<file path="config.mk">
export PLATFORM = sky130hd
export DESIGN_NAME = hazard_stall_unit
export DESIGN_NICKNAME = d
export VERILOG_FILES = /design/src/rtl/hazard_stall_unit.sv
export SDC_FILE = /design/constraint.sdc
export NUM_CORES = 1
export LEC_CHECK = 0
export ABC_AREA = 1
export CELL_PAD_IN_SITES_DETAIL_PLACEMENT = 1
export CELL_PAD_IN_SITES_GLOBAL_PLACEMENT = 1
export CORE_UTILIZATION = 40
export CTS_CLUSTER_SIZE = 30
export DETAILED_ROUTE_END_ITERATION = 10
export PLACE_DENSITY_LB_ADDON = 0.25
export SLEW_MARGIN = 20
export SYNTH_ARGS = -nofsm -noshare
export SYNTH_HDL_FRONTEND = slang
export SYNTH_SLANG_ARGS = --single-unit
export TNS_END_PERCENT = 20
</file>
<file path="constraint.sdc">
create_clock -name clk -period 2.4 [get_ports clk]
set_clock_uncertainty 0.1 [all_clocks]
set_input_delay 0.48 -clock clk [delete_from_list [all_inputs] [get_ports clk]]
set_output_delay 0.48 -clock clk [all_outputs]
set_load 0.02 [all_outputs]
</file>
<file path="src/rtl/hazard_stall_unit.sv">
// Decode-stage hazard detector: stalls the front end on load-use distance and on
// results, WAW or structural conflicts with the single in-flight multi-cycle MAC.
module hazard_stall_unit #(
  parameter int unsigned NREG       = 16,
  parameter int unsigned RW         = 4,
  parameter int unsigned LOAD_STALL = 1,
  parameter int unsigned CW         = 16
) (
  input  logic          clk,
  input  logic          rst,
  input  logic          id_valid,
  input  logic [RW-1:0] id_rs,
  input  logic [RW-1:0] id_rt,
  input  logic          id_uses_rs,
  input  logic          id_uses_rt,
  input  logic [RW-1:0] id_rd,
  input  logic          id_regwrite,
  input  logic          id_memread,
  input  logic          id_longop,
  input  logic          flush,
  input  logic          mac_done,
  output logic          stall,
  output logic          bubble,
  output logic          mac_busy,
  output logic [CW-1:0] stall_cycles
);

  // Pending counters only need to hold LOAD_STALL (at most 3).
  localparam int unsigned PW = 2;

  logic [NREG-1:0][PW-1:0] pend_q, pend_d;
  logic                    mac_busy_q, mac_busy_d;
  logic [RW-1:0]           mac_rd_q, mac_rd_d;
  logic [CW-1:0]           cnt_q, cnt_d;

  logic            mac_live;
  logic [NREG-1:0] haz_vec;
  logic            issue;
  logic            load_issue;

  // Per-register "cannot be bypassed this cycle" vector; a finishing MAC is forwardable.
  always_comb begin
    mac_live = mac_busy_q & ~mac_done;
    haz_vec  = '0;
    for (int unsigned r = 0; r < NREG; r++) begin
      haz_vec[r] = (r != 0) &&
                   ((pend_q[r] != '0) || (mac_live && (mac_rd_q == RW'(r))));
    end
  end

  always_comb begin
    stall = id_valid & ~flush &
            ((id_uses_rs & haz_vec[id_rs]) |
             (id_uses_rt & haz_vec[id_rt]) |
             (id_regwrite & (id_rd != '0) & mac_live & (id_rd == mac_rd_q)) |
             (id_longop & mac_live));
    bubble     = stall;
    issue      = id_valid & ~flush & ~stall;
    load_issue = issue & id_regwrite & id_memread;
  end

  // Next-state: scoreboard reload/decrement, MAC occupancy, saturating stall counter.
  always_comb begin
    pend_d     = pend_q;
    mac_busy_d = mac_busy_q;
    mac_rd_d   = mac_rd_q;
    cnt_d      = cnt_q;
    for (int unsigned r = 1; r < NREG; r++) begin
      if (load_issue && (id_rd == RW'(r))) begin
        pend_d[r] = PW'(LOAD_STALL);
      end else if (pend_q[r] != '0) begin
        pend_d[r] = pend_q[r] - PW'(1);
      end
    end
    if (issue && id_longop) begin
      mac_busy_d = 1'b1;
      mac_rd_d   = id_rd;
    end else if (mac_done) begin
      mac_busy_d = 1'b0;
    end
    if (stall && (cnt_q != '1)) begin
      cnt_d = cnt_q + CW'(1);
    end
  end

  always_ff @(posedge clk) begin
    if (rst) begin
      pend_q     <= '0;
      mac_busy_q <= 1'b0;
      mac_rd_q   <= '0;
      cnt_q      <= '0;
    end else begin
      pend_q     <= pend_d;
      mac_busy_q <= mac_busy_d;
      mac_rd_q   <= mac_rd_d;
      cnt_q      <= cnt_d;
    end
  end

  assign mac_busy     = mac_busy_q;
  assign stall_cycles = cnt_q;

endmodule

</file>
Word-level counts from Yosys, hierarchy flattened
Cells that the tools add are included.
{"block": "word_totals", "register_bits": 51, "in_bits": 22, "output_inout_bits": 19, "elab_cells": 231}
{"block": "op_classes", "add_sub_neg": 16, "n_lt_le_gt_ge": 2, "eq_ne": 32, "mux": 36, "n_bitwise": 18, "n_reduce_logical": 94}
{"operator": "$eq 4x4->1 const B", "count": 16}
{"operator": "$reduce_bool 2->1", "count": 31}
{"operator": "$mux 1", "count": 34}
{"operator": "$eq 4x3->1 const B", "count": 8}
{"operator": "$logic_and 1x1->1", "count": 32}
{"operator": "$reduce_or 2->1", "count": 15}
{"operator": "$sub 2x1->2 const B", "count": 15}
{"operator": "$add 16x1->16 const B", "count": 1}
{"operator": "$eq 4x2->1 const B", "count": 4}
{"operator": "$ne 16x16->1 const B", "count": 1}
{"operator": "$logic_or 1x1->1", "count": 15}
{"operator": "$and 1x1->1", "count": 12}
{"operator": "$lt 4x5->1 const B", "count": 2}
{"operator": "$bmux 1 s4", "count": 2}
{"operator": "$eq 4x1->1 const B", "count": 2}
{"operator": "$eq 4x4->1", "count": 1}
{"operator": "$reduce_bool 4->1", "count": 1}
{"operator": "$not 1->1", "count": 3}
{"operator": "$or 1x1->1", "count": 3}

Depth between registers and ports, before layout
Gate-level depths: netlist of run 1.
{"block": "logic_depth", "ltp_word": 17, "depth_mapped": 17, "ltp_nobuf": 15}

Worst setup path before layout of run 1
Ideal clock, no wire load.
{"block": "synth_path", "path_type": "reg-to-output", "startpoint": "register mac_busy_q, in the netlist mac_busy", "endpoint": "output stall", "arrival_ns": 1.791, "t_required_ns": 1.820, "setup_slack_ns": 0.029, "path_stages_with_launch": 16, "n_path_buf": 3, "cell_sequence": "dfxtp_1 -> inv_1 -> nor2_4 -> buf_4 -> nand3_1 -> nand3_1 -> nand2_1 -> nand2_1 -> nand3_1 -> nand3_2 -> nand3_2 -> nand3_4 -> nand2_4 -> clkinv_4 -> buf_12 -> buf_4"}
{"block": "synth_between", "elab_chain_len": 10, "elab_cells_between_ends": 44, "cone_classes": "mux (4); bitwise (10); reduce/logical (30)"}
{"element": "start, declared", "line": "32", "rtl": "logic mac_busy_q, mac_busy_d;"}
{"element": "start signal, assigned", "line": "94", "rtl": "mac_busy_q <= mac_busy_d;"}
{"element": "$and 1x1->1 (*)", "line": "43", "rtl": "mac_live = mac_busy_q & ~mac_done;"}
{"element": "$logic_and 1x1->1", "line": "47", "rtl": "((pend_q[r] != '0) || (mac_live && (mac_rd_q == RW'(r))));"}
{"element": "$logic_or 1x1->1", "line": "47"}
{"element": "$bmux 1 s4 (on tied branches)", "line": "53, 54"}
{"element": "$mux 1 (on tied branches)", "line": "53, 54"}
{"element": "$and 1x1->1 (on tied branches)", "line": "53, 54"}
{"element": "$or 1x1->1", "line": "53", "rtl": "((id_uses_rs & haz_vec[id_rs]) |"}
{"element": "$or 1x1->1", "line": "54", "rtl": "(id_uses_rt & haz_vec[id_rt]) |"}
{"element": "$or 1x1->1 (*)", "line": "55", "rtl": "(id_regwrite & (id_rd != '0) & mac_live & (id_rd == mac_rd_q)) |"}
{"element": "$and 1x1->1 (*)", "line": "52", "rtl": "stall = id_valid & ~flush &"}
{"element": "end, declared", "line": "22", "rtl": "output logic stall,"}
Mark *: on every way between the ends. The rest lies on a longest branch, timed or not. The select of a mux whose other input is x is not followed.

Worst setup path in the final report of run 1
{"block": "layout_path", "startpoint": "register mac_rd_q[2]", "endpoint": "output bubble"}
{"block": "layout_between", "elab_chain_len": 10, "elab_cells_between_ends": 57, "cone_classes": "eq/ne (16); mux (4); bitwise (7); reduce/logical (30)"}
{"element": "start, declared", "line": "33", "rtl": "logic [RW-1:0] mac_rd_q, mac_rd_d;"}
{"element": "start signal, assigned", "line": "95", "rtl": "mac_rd_q <= mac_rd_d;"}
{"element": "$eq 4x1->1 (tied with other cells)", "line": "47"}
{"element": "$logic_and 1x1->1", "line": "47"}
{"element": "$logic_or 1x1->1", "line": "47"}
{"element": "$bmux 1 s4 (on tied branches)", "line": "53, 54"}
{"element": "$mux 1 (on tied branches)", "line": "53, 54"}
{"element": "$and 1x1->1 (on tied branches)", "line": "53, 54"}
{"element": "$or 1x1->1", "line": "53"}
{"element": "$or 1x1->1 (*)", "line": "54"}
{"element": "$or 1x1->1 (*)", "line": "55"}
{"element": "$and 1x1->1 (*)", "line": "52"}
{"element": "end, declared", "line": "23", "rtl": "output logic bubble,"}
Marks and branches as above.

==> metrics.md, run 1 <==
| Metric | Value |
|---|---|
| Wire length of the first global-routing pass | `~19000 um` |
| Status | `complete, but fails checks` |
| CP Class | `reg2out` |
| FP Rows | `33` |
| Largest net degree at the start of global routing | `19` |
| Fin nets | `between 600 and 700` |
| WHS | `0.4286 ns` |
| RSZ-0062 raised after global routing | `true` |
| Die area | `8884 um^2` |
| CP max FO | `6` |
| Vias | `~3900` |
| Crit-path most repeated cell | `nand3_2` |
| Synth cell types | `29` |
| Maximum vdd ir drop | `approximately 500 uV` |
| Total gr overflow | `0` |
| Initial antenna violation count | `0` |
| TNS Setup | `-0.4861 ns` |
| Routed Antenna Nets | `0` |
| Buf/Inv on CP | `3` |
| Clk pin slew, worst setup/hold paths | `around 0.10 ns` |
| Initial core utilization | `0.4143` |
| Hold Path Class | `reg2reg` |
| Worst path max stage delay | `a little under 0.4 ns` |
| Hold Buf Count CTS | `0` |
| Startpoint Class | `register` |
| Root Buffer | `clkbuf_8` |
| Area grow syn2layout | `39.29%` |
| Number of global-route vias before repair | `between 4000 and 5000` |
| Failing checks | `negative setup slack` |
| Setup WS post-layout | `-0.2436 ns` |
| Clock Tree Buf Depth | `2` |
| HPWL Detailed | `8692 um` |
| Max cap viols | `0` |
| Die Span X | `approximately 94 um` |
| Via-to-Cell Ratio | `around 5.5` |
| Layout cell share with drive strength beyond 1 | `0.2741` |
| Seq cells post-synth | `~50` |
| Overall Global Routing Usage | `0.2709` |
| Net Count, Synth | `536` |
| Crit-path slowest cell | `dfxtp_4` |
| CTS HTree Levels | `2` |
| Slew headroom | `0.6357` |
| Design Area, Final | `around 4700 um^2` |
| CTS Buf Count | `5` |
| Sink Count | `roughly 50` |
| Clk_lat worst skew | `roughly 0.32 ns` |
| Fmax | `378.3 MHz` |
| DRC violations left | `0` |
| Final setup viols | `2` |
| Post-synthesis sequential area ratio | `0.2999` |
| Synth Instances | `about 500` |
| Actual slew at the worst max-slew pin | `~0.55 ns` |
| Port bufs | `40` |
| Total wire length | `between 10000 and 15000 um` |
| Gpl congestion | `around 0.91` |
| Critical Path AT | `2.06 ns` |
| Tmin final | `between 2 and 3 ns` |
| CP top delay family | `simple AND/OR/NAND/NOR gates` |
| IO Pins | `41` |
| CP required | `roughly 1.8 ns` |
| P_leak | `~0.002 uW` |
| Drt pass-1 iters | `6` |
| Syn_area_per_cell | `between 6 and 7 um^2` |
| Final Hold Fails | `0` |
| Chip height | `94.26 um` |
| CP Capture Type | `primary output` |
| Routed wire length per instance | `between 15 and 20 um` |
| N_diodes | `0` |
| CTS tree | `built` |
| Ys Warns | `0` |
| Slew Viols, Final | `0` |
| Ordered cell list for the critical path | `buf_4, nor2_4, nand3_2, nand2_2, nand2_1, nand3_2, nand3_2, nand3_2, nand3_2, nand3_4, nand2_4, clkinv_4, buf_6` |
| Starting DRC count in detailed routing | `169` |
| Synthesized area | `between 3000 and 4000 um^2` |
| Dpl cell area | `approximately 4400 um^2` |
| Core Area | `around 8200 um^2` |
| Pwr/cell area | `between 800 and 900 nW/um^2` |
| Final period util | `1.102` |
-- path summary, 6_finish.rpt --
path,startpoint,end,slack (ns),depth (start not counted)
setup / recovery,mac_rd_q[2],bubble,-0.24,13
hold / removal,stall_cycles[7],stall_cycles[7],0.43,2
setup reg to reg,mac_rd_q[2],pend_q[15],0.02,17
hold reg to reg,stall_cycles[7],stall_cycles[7],0.43,2
-- report_power, final --
part	switching (uW)	leakage, uW	internal (uW)	total (uW)
registers	113	0.000421	1050	1160
clock network	336	0.0000491	216	552
logic	1120	0.00156	972	2090
total	1560	0.00203	2240	3800
-- layout make-up --
cell class	count	area [um^2]
Timing Repair Buffer	110	938.4
Clock inverter	3	26.28
Fill cell	1068	3475
Sequential cell	51	1037
Tap cell	105	131.4
Clock buffer	5	68.82
Multi-Input combinational cell	352	2228
Inverter	81	311.5
-- cells in the final DEF, fill, tap and decap left out, types with 6 or more instances in the layout --
cell	n
a21oi_1	39
buf_4	65
buf_6	7
clkdlybuf4s50_1	30
dfxtp_1	46
dlygate4sd2_1	7
ha_1	15
inv_1	72
inv_2	7
nand2_1	69
nand2_2	13
nand3_1	43
nand3_2	40
nand4_1	18
nor2_1	36
nor2_4	7
nor4_1	6
o21ai_0	16
xor2_1	27
-- worst register-to-register path: cells and delay by family (launching register included) --
kind                   cells  cell delay [ns]
and+or+nand+nor           12             1.23
buffers and inverters      5             0.55
DFF                        1             0.39
-- what timing repair did --
| item | in CTS | in global routing |
|---|---|---|
| pin swaps | 15 | 24 |
| endpoints found under the setup margin | 47 | 48 |
| resized for setup | 60 | 40 |
| gates cloned | 1 | 0 |
| buffers inserted | 2 | 2 |
-- cells in the mapped netlist, drive strengths merged --
cell	count	share of area
nand3	86	0.14
nand2	84	0.097
inv	80	0.088
dfxtp	51	0.30
nor2	45	0.061
a21oi	40	0.059
xor2	27	0.069
nand4	19	0.037
ha	16	0.059
o21ai	16	0.024
buf	11	0.026
nor4	6	0.011
nor3	5	0.0073
and2	4	0.0073
clkbuf	3	0.0033
nor2b	2	0.0037
xnor2	2	0.0051
clkinv	1	0.0026
-- through the flow --
| step | utilization | worst slack, ns | power [uW] | cells |
|---|---|---|---|---|
| final | 0.5771 | -0.2436 | 3804 | 707 |
| after global routing | 0.5771 | -0.3103 | 4113 | 707 |
| after CTS | 0.5633 | -0.1310 | 3699 | 707 |
| after detailed placement | 0.5296 | -0.8066 | 3087 | 696 |
| after global placement | 0.5296 | -0.7748 | 2920 | 696 |
| after floorplan | - | 0.02855 | 2271 | 498 |
-- per-layer routing --
layer  vias up  GRT usage  part of all wire
li1       1835          -                 -
met1      1906     0.2970              0.41
met2       103     0.5308              0.53
met3        32    0.04126             0.032
met4         0    0.06923             0.032
met5         -          0                 0
-- sequential cells by signal, indices dropped and copies added (netlist names) --
register and cells:
mac_busy 1, mac_rd_q 4, pend_q 30, stall_cycles 16
-- cells by family (layout without fill, tap and decap cells) --
group / after synthesis / count (layout) / share of synthesized area
buffers and inverters: 95 / 199 / 0.1202
XOR/XNOR: 29 / 29 / 0.07461
AO/OA/AOI/OAI: 56 / 56 / 0.08232
flip-flops: 51 / 51 / 0.2999
adder cells (fa/ha/maj): 16 / 16 / 0.05880
AND/OR/NAND/NOR: 251 / 251 / 0.3642
Power figures use the tool's default switching activity.
==> run 2: changes to the inputs <==
REMOVE_ABC_BUFFERS = 1   (was default)
==> metrics.md, run 2 (synthesized netlist as in run 1, its figures left out) <==
| Metric | Value |
|---|---|
| Status | `complete, but fails checks` |
| Failing checks | `negative setup slack` |
| Hold Buf Count CTS | `0 (unchanged)` |
| Routed wire length per instance | `17.35 um (-1.4%)` |
| Actual slew at the worst max-slew pin | `0.6426 ns (+0.09671 ns)` |
| Leading cell type in the layout, fill and taps excluded | `nand2_1` |
| Dpl cell area | `4339 um^2 (-0.29%)` |
| CTS tree | `built` |
| Clock Tree Buf Depth | `2 (unchanged)` |
| Final setup viols | `13 (+11)` |
| WHS | `0.4062 ns (-0.02236 ns)` |
| Clk pin slew, worst setup/hold paths | `0.10 ns (about the same)` |
| DRC violations left | `0 (unchanged)` |
| Sink Count | `51 (unchanged)` |
| Vias | `3810 (-1.7%)` |
| Total power | `3916 uW (+2.9%)` |
| Pwr/cell area | `819.3 nW/um^2 (+2.1%)` |
| CP Class | `reg2out` |
| CP max FO | `5 (-1)` |
| Largest net degree at the start of global routing | `37 (+18)` |
| Clk_lat worst skew | `0.31 ns (about the same)` |
| Final non-filler cell total | `704 (-0.42%)` |
| Slew Viols, Final | `0 (unchanged)` |
| Die Span X | `94.26 um (unchanged)` |
| Startpoint Class | `register` |
| Gpl congestion | `0.9151 (+0.18%)` |
| Starting DRC count in detailed routing | `150 (-11%)` |
| Initial antenna violation count | `0 (unchanged)` |
| Area grow syn2layout | `40.39%` |
| Total gr overflow | `0 (unchanged)` |
| HPWL Detailed | `8398 um (-3.4%)` |
| Final period util | `1.099 (-0.002820)` |
| Port bufs | `40 (unchanged)` |
| Root Buffer | `clkbuf_8` |
| Drt pass-1 iters | `4 (-2)` |
| Hold Path Class | `reg2reg` |
| Routed Antenna Nets | `0 (unchanged)` |
| Total wire length | `12210 um (-1.8%)` |
| Most flops, register | `pend_q` |
| Core Area | `8217 um^2 (unchanged)` |
| Chip height | `94.26 um (unchanged)` |
| Initial core utilization | `0.4143 (unchanged)` |
| IO Pins | `41 (unchanged)` |
| Max cap viols | `0 (unchanged)` |
| FP Rows | `33 (unchanged)` |
| Dpl cells | `691 (-0.72%)` |
| Layout cell share with drive strength beyond 1 | `0.2621 (-0.01198)` |
| Design Area, Final | `4780 um^2 (+0.79%)` |
| CP required | `1.82 ns (about the same)` |
| Via-to-Cell Ratio | `5.412 (-1.3%)` |
| Die area | `8884 um^2 (unchanged)` |
| Wire length of the first global-routing pass | `18390 um (-0.82%)` |
| Slew headroom | `0.5711 (-0.06454)` |
| Fin nets | `636 (-0.47%)` |
| Final Hold Fails | `0 (unchanged)` |
| N_diodes | `0 (unchanged)` |
| P_leak | `0.002039 uW (+0.24%)` |
| CP Capture Type | `primary output` |
| Commonest non-fill, non-tap cells in the layout | `nand2_1 (72), inv_1 (71), buf_4 (58), nand3_1 (46), dfxtp_1 (46)` |
| Overall Global Routing Usage | `0.2679 (-0.003041)` |
| Maximum vdd ir drop | `531.2 uV (+6.3%)` |
| CTS Buf Count | `5 (unchanged)` |
| Max reg flops | `30 (unchanged)` |
| RSZ-0062 raised after global routing | `true` |
| Fmax | `379.2 MHz (+0.26%)` |
| Setup WS post-layout | `-0.2369 ns (+0.006768 ns)` |
| CTS HTree Levels | `2 (unchanged)` |
| Tmin final | `2.637 ns (-0.006768 ns)` |
| Number of global-route vias before repair | `3925 (-2.5%)` |
| Critical Path AT | `2.06 ns (about the same)` |
-- run 2: changes by cell type in the layout (fill, tap and decap cells not counted), moves of 2 or more --
cell / change
buf_12: +3
buf_4: -7
inv_2: +2
nand2_1: +3
nand2_2: -3
nand3_1: +3
nand3_2: -4
o21ai_0: -3
o21ai_1: +3
-- run 2: stage by stage --
| stage | utilization | setup TNS (ns) | setup WS [ns] |
|---|---|---|---|
| 2_1_floorplan | - | 0 | 0.2461 |
| 3_3_place_gp | 0.5281 | -18.80 | -0.8140 |
| 3_5_place_dp | 0.5281 | -24.15 | -0.8998 |
| 4_1_cts | 0.5660 | -0.2612 | -0.1316 |
| 5_1_grt | 0.5817 | -4.878 | -0.2947 |
| 6_report | 0.5817 | -0.7463 | -0.2369 |
-- run 2: path summary, 6_finish.rpt --
check	from	endpoint	slack, ns	cells past startpoint
worst max register to register	mac_rd_q[2]	pend_q[23]	-0.05	17
worst min-delay path	stall_cycles[12]	stall_cycles[12]	0.41	2
worst max-delay path	mac_rd_q[2]	stall	-0.24	14
worst min register to register	stall_cycles[12]	stall_cycles[12]	0.41	2
-- run 2: what timing repair did --
item                       4_1_cts  5_1_grt
setup endpoints to repair       53       52
pin swaps                       17       20
resized for setup               61       36
gates cloned                     1        0
buffers inserted                 2        3
-- run 2: cell type report --
cell class / count / area (um^2)
clock buffers: 6 / 82.58
clock inverters: 2 / 38.79
repair buffers: 107 / 967.2
multi-input cells: 352 / 2216
well taps: 105 / 131.4
fillers: 1077 / 3437
flip-flops and latches: 51 / 1035
inverters: 81 / 309.0
-- run 2: power breakdown --
part	leakage (uW)	switching [uW]	internal [uW]	total [uW]
clock	0.0000618	314	344	658
combinational	0.00156	1120	975	2090
sequential	0.000421	114	1050	1170
total	0.00204	1550	2370	3920
-- run 2: critical path, stage by stage, from the launching register on --
cell	delay (ns)
dfxtp_4	0.39
buf_6	0.13
nor2_4	0.19
buf_6	0.13
nand3_4	0.08
nand3_2	0.09
nand2_2	0.08
nand2_2	0.07
nand3_2	0.07
nand3_2	0.09
nand3_4	0.09
nand3_4	0.11
nand2_4	0.06
clkinv_4	0.06
buf_6	0.11
-- run 2: layer usage --
metal / global-route usage / share of wire
met1: 0.3089 / 0.40
met2: 0.5109 / 0.54
met3: 0.02508 / 0.039
met4: 0.08333 / 0.021
met5: 0 / 0
